`src/rtl/alu_nbit_seq.sv`:
```
// Clocked WIDTH-bit ALU with valid/ready handshakes on both sides and status flags.
// Define ALU_MUL_EN to build in the iterative shift-add multiplier (sel=8).
module alu_nbit_seq #(
    parameter int WIDTH = 8
) (
    input  logic             clk,
    input  logic             rst,
    input  logic             in_valid,
    output logic             in_ready,
    input  logic [3:0]       sel,
    input  logic [WIDTH-1:0] A,
    input  logic [WIDTH-1:0] B,
    output logic             out_valid,
    input  logic             out_ready,
    output logic [WIDTH-1:0] Y,
    output logic             carry,
    output logic             zero,
    output logic             negative,
    output logic             overflow
);
    localparam int MSB = WIDTH - 1;

    localparam logic [1:0] IDLE = 2'd0;
    localparam logic [1:0] DONE = 2'd2;
`ifdef ALU_MUL_EN
    localparam logic [1:0] BUSY = 2'd1;
    localparam int CW = $clog2(WIDTH);
`endif

    localparam logic [3:0] OP_ADD = 4'd0;
    localparam logic [3:0] OP_SUB = 4'd1;
    localparam logic [3:0] OP_AND = 4'd2;
    localparam logic [3:0] OP_OR  = 4'd3;
    localparam logic [3:0] OP_XOR = 4'd4;
    localparam logic [3:0] OP_NOT = 4'd5;
    localparam logic [3:0] OP_SHL = 4'd6;
    localparam logic [3:0] OP_SHR = 4'd7;

    typedef struct packed {
        logic [WIDTH-1:0] y;
        logic             c;
        logic             v;
    } res_t;

    logic [1:0]       state;
    logic [WIDTH-1:0] y_q;
    logic             c_q;
    logic             v_q;
    res_t             res;
    logic             accept;
    logic             is_mul;

    assign in_ready  = (state == IDLE) || ((state == DONE) && out_ready);
    assign out_valid = (state == DONE);
    assign accept    = in_valid && in_ready;

    assign Y        = y_q;
    assign carry    = c_q;
    assign overflow = v_q;
    // zero is qualified by out_valid so the reset state reads as all-flags-clear
    assign zero     = out_valid && (y_q == '0);
    assign negative = y_q[MSB];

`ifdef ALU_MUL_EN
    assign is_mul = (sel == 4'd8);
`else
    assign is_mul = 1'b0;
`endif

    // Single-cycle operations evaluated directly from the request being accepted
    always_comb begin
        res = '0;
        case (sel)
            OP_ADD: begin
                {res.c, res.y} = {1'b0, A} + {1'b0, B};
                res.v = (A[MSB] == B[MSB]) && (res.y[MSB] != A[MSB]);
            end
            OP_SUB: begin
                res.y = A - B;
                res.c = (A < B);
                res.v = (A[MSB] != B[MSB]) && (res.y[MSB] != A[MSB]);
            end
            OP_AND: res.y = A & B;
            OP_OR:  res.y = A | B;
            OP_XOR: res.y = A ^ B;
            OP_NOT: res.y = ~A;
            OP_SHL: begin
                res.y = {B[WIDTH-2:0], 1'b0};
                res.c = B[MSB];
            end
            OP_SHR: begin
                res.y = {1'b0, B[WIDTH-1:1]};
                res.c = B[0];
            end
            default: res = '0;
        endcase
    end

`ifdef ALU_MUL_EN
    // acc = {partial product high half, remaining multiplier bits}
    logic [2*WIDTH-1:0] acc;
    logic [2*WIDTH-1:0] acc_nxt;
    logic [WIDTH-1:0]   mcand;
    logic [CW-1:0]      cnt;
    logic [WIDTH:0]     psum;

    always_comb begin
        psum    = {1'b0, acc[2*WIDTH-1:WIDTH]} + (acc[0] ? {1'b0, mcand} : '0);
        acc_nxt = {psum, acc[WIDTH-1:1]};
    end
`endif

    always_ff @(posedge clk or posedge rst) begin
        if (rst) begin
            state <= IDLE;
            y_q   <= '0;
            c_q   <= 1'b0;
            v_q   <= 1'b0;
`ifdef ALU_MUL_EN
            acc   <= '0;
            mcand <= '0;
            cnt   <= '0;
`endif
        end else begin
            case (state)
                IDLE, DONE: begin
                    if (accept) begin
                        if (is_mul) begin
`ifdef ALU_MUL_EN
                            state <= BUSY;
                            acc   <= {{WIDTH{1'b0}}, B};
                            mcand <= A;
                            cnt   <= '0;
`endif
                        end else begin
                            state <= DONE;
                            y_q   <= res.y;
                            c_q   <= res.c;
                            v_q   <= res.v;
                        end
                    end else if (state == DONE && out_ready) begin
                        state <= IDLE;
                    end
                end
`ifdef ALU_MUL_EN
                BUSY: begin
                    acc <= acc_nxt;
                    cnt <= cnt + 1'b1;
                    // the final step's product goes straight to the result registers
                    if (cnt == CW'(WIDTH - 1)) begin
                        state <= DONE;
                        cnt   <= '0;
                        y_q   <= acc_nxt[WIDTH-1:0];
                        c_q   <= |acc_nxt[2*WIDTH-1:WIDTH];
                        v_q   <= 1'b0;
                    end
                end
`endif
                default: state <= IDLE;
            endcase
        end
    end
endmodule
```
`config.mk`:
```
export PLATFORM = sky130hd
export DESIGN_NAME = alu_nbit_seq
export DESIGN_NICKNAME = d
export VERILOG_FILES = /design/src/rtl/alu_nbit_seq.sv
export SDC_FILE = /design/constraint.sdc
export NUM_CORES = 1
export LEC_CHECK = 0
export BUFFER_PORTS_ARGS = -buffer_cell sky130_fd_sc_hd__buf_2
export CAP_MARGIN = 20
export CORE_MARGIN = 2
export CORE_UTILIZATION = 32
export DETAILED_ROUTE_END_ITERATION = 6
export PLACE_DENSITY = 0.61
export SLEW_MARGIN = 10
export SYNTH_ARGS = -nofsm -noshare
export SYNTH_HDL_FRONTEND = slang
export SYNTH_SLANG_ARGS = --single-unit
```
`constraint.sdc`:
```
create_clock -name clk -period 1.7 [get_ports clk]
set_input_delay 0 -clock clk [delete_from_list [all_inputs] [get_ports clk]]
set_output_delay 0 -clock clk [all_outputs]
set_load 0.05 [all_outputs]
```
==> flow_metrics.py <==
metrics = {
    "worst_setup_path": {
        "crit_path_end_kind": "register",
        "critical_path.cell_chain": "buf_8 -> clkinvlp_4 -> ha_4 -> buf_6 -> nor2_2 -> o311a_1 -> o21ba_4 -> o32ai_4 -> xnor2_2 -> a221o_1",
        "cp_data_required_time_ns": 1.82,
        "path_class": "in2reg",
        "slowest_stage": "o311a_1",
        "start_kind": "primary input",
        "crit_fanout": 4,
        "critPathMaxStageDelay_ns": 0.37,
        "crit_arrival_ns": 1.81,
    },
    "synthesis": {
        "synthFlopType": "dfrtp_1",
        "avgSynthCellArea_um2": 7.764,
        "synth.distinct_cells": 52,
        "synth_common_cells": "inv_1 (28), ha_1 (26), nand2_1 (23), nor2_1 (20), a21oi_1 (12)",
        "synth_top_area_share_pct": 17.53,
        "yosysMostFrequentCell": "inv_1",
        "synth_xor_area_share_pct": 3.304,
        "synth_compound_area_share_pct": 26.43,
        "synth_warnings": 0,
        "synth.area.top_cells": "ha_1 (18%), dfrtp_1 (15%), inv_1 (5.7%)",
        "synth-edff-count": 0,
        "syn_inst": 239,
        "synthesis.nets": 291,
        "yosysTopAreaCell": "ha_1",
        "syn-cell-area_um2": 1856,
        "synth_top_family_by_area": "compound AO/OA/AOI/OAI gates",
        "ys_seq_area_share_pct": 14.83,
        "async_flop_share_pct": 100.0,
        "synth-simple-area-share_pct": 19.82,
        "synth_seq_cells": 11,
        "synth-adder-area-share_pct": 19.69,
        "muxShareOfSynthArea_pct": 6.811,
    },
    "clock_network": {
        "cts.root.buffer_cell": "clkbuf_8",
        "clk_latency_ns": 0.23,
        "cts_buffers": 3,
        "cts.sink_count": 11,
        "cts_tree": "yes",
        "clock_path_buffers": 2,
        "path_clk_slew_ns": 0.05,
        "htree_levels": 1,
    },
    "place": {
        "place_ws_ns": -0.3878,
        "placed_area_um2": 2676,
        "place_congestion": 0.9393,
        "post-dp-hpwl_mm": 4.848,
        "io_buffers": 37,
    },
    "power": {
        "p_per_area_nw_per_um2": 506.9,
        "p_leak_uw": 0.001425,
        "vdd_drop_max_mv": 0.4911,
        "p_total_uw": 1463,
    },
    "die": {
        "ioPinCount": 38,
        "start_util_pct": 33.49,
        "die_w_um": 80.15,
        "dieHeight_um": 80.15,
        "die_area_um2": 6424,
        "rows": 27,
        "core_um2": 5540,
    },
    "detailed_routing": {
        "totalWireLength_mm": 5.780,
        "drt-met1-wl_mm": 2.702,
        "drc": 0,
        "drt-initial-drc-count": 110,
        "dr.pass1.iters": 4,
        "postRouteAntennaNets": 0,
        "wire_per_inst_um": 13.93,
        "vias": 2117,
        "wl_met2_mm": 2.781,
        "vias_per_cell": 5.101,
        "met3_length_um": 251,
        "routed.top_layer": "met4",
    },
    "final_layout": {
        "layout.nets": 396,
        "multi_input_area_um2": 1556,
        "drive_above_1_share_pct": 42.27,
        "antenna_cells": 0,
        "syn_to_final_growth_pct": 55.56,
        "design_area_um2": 2887,
        "nFillCells": 537,
        "seqCellArea_um2": 276.5,
    },
    "timing": {
        "fin_crit_sh_pct": 99.54,
        "maxSlewHeadroom_pct": 71.60,
        "finalMaxSlewViolations": 0,
        "max_freq_mhz": 591.0,
        "rsz0062_at_grt": "yes",
        "setup_slack_ns": 0.007810,
        "clock_skew_ns": 0.0009223,
        "timing.setup.tns_ns": 0,
        "hold_ws_ns": 0.04541,
        "fin_crit_ns": 1.692,
        "finalHoldViolations": 0,
        "final-setup-viol-count": 0,
        "worst_pin_slew_ns": 0.4261,
    },
    "run": {
        "maxCapViolCount": 0,
    },
    "global_route": {
        "grt_pass1_wl_mm": 9.204,
        "grt_pass1_vias": 1958,
        "grt_overflow_total": 0,
        "gr-usage-all-layers_pct": 17.82,
        "grt_max_degree": 23,
        "grt_antenna_before_repair": 0,
    },
    "status": {
        "outcome": "completed",
    },
    "min_path": {
        "hold_class": "in2reg",
    },
}
-- path summary, 6_finish.rpt --
check                      startpoint  endpoint  slack [ns]  cells after the start
setup / recovery                 B[1]      Y[5]       0.008                     10
hold / removal              out_ready  state[1]        0.05                      3
setup reg to reg             state[1]  overflow        0.23                      4
hold reg to reg              overflow  overflow        0.49                      2
max in group asynchronous         rst  state[1]        1.10                      3
min in group asynchronous         rst  overflow        0.29                      3
-- final cells by class --
| type | instances | area share, % |
|---|---|---|
| Tap cell | 72 | 3.121 |
| Clock inverter | 1 | 0.1734 |
| Multi-Input combinational cell | 187 | 53.92 |
| Inverter | 28 | 4.205 |
| Sequential cell | 11 | 9.580 |
| Clock buffer | 3 | 1.430 |
| Timing Repair Buffer | 113 | 27.57 |
-- cell families after synthesis --
family / Yosys count
AOI/OAI and AO/OA: 66
buffers and inverters: 41
adders and majority gates: 28
DFF: 11
muxes: 10
and+or+nand+nor: 76
xor gates and xnor gates: 7
-- cells in the final DEF, fill, tap and decap left out, types with 3 or more instances in the layout --
| cell type | n |
|---|---|
| a211oi_1 | 3 |
| a211oi_2 | 3 |
| a21oi_1 | 12 |
| a221oi_1 | 3 |
| a31oi_1 | 3 |
| buf_2 | 34 |
| buf_4 | 73 |
| clkbuf_8 | 3 |
| dfrtp_1 | 10 |
| ha_1 | 21 |
| ha_4 | 5 |
| inv_1 | 24 |
| mux2i_1 | 7 |
| nand2_1 | 23 |
| nand2b_1 | 5 |
| nand3_1 | 5 |
| nor2_1 | 19 |
| nor3_1 | 5 |
| o21ai_0 | 9 |
| o22ai_1 | 5 |
| o31ai_1 | 3 |
| or3_1 | 3 |
| xnor2_1 | 4 |
-- state kept, by name, indices dropped and copies added (netlist names) --
name      cells
Y             8
carry         1
overflow      1
state         1
-- per-layer routing --
metal	up-vias	global-route usage [%]
met1	992	24.20
met4	0	4.068
met5	-	0
li1	1068	-
met3	4	0.8989
met2	53	30.92
-- stage by stage --
step                      std cells  util [%]
after floorplan                 239         -
after global placement          404     48.31
after detailed placement        404     48.31
after CTS                       413     50.25
after global routing            415     52.10
final                           415     52.10
-- worst max-delay path, delay by kind of cell --
family / cells / cell delay [ns]
xor+xnor: 1 / 0.11
fa+ha+maj: 1 / 0.31
simple gates: 1 / 0.03
compound gates: 4 / 1.05
buf+inv: 3 / 0.31
-- what timing repair did --
item                                    4_1_cts  5_1_grt
pin swaps                                    13        9
endpoints found under the setup margin        5        6
gates resized for setup                       6       15
buffers inserted                              3        2
endpoints found under the hold margin        12        0
hold buffers                                  2        0
-- report_power, final --
part	internal (uW)	switching [uW]	leakage (uW)
clock	160	92.9	0.0000255
combinational	399	491	0.00126
sequential	292	27.9	0.000142
Power figures use the tool's default switching activity.
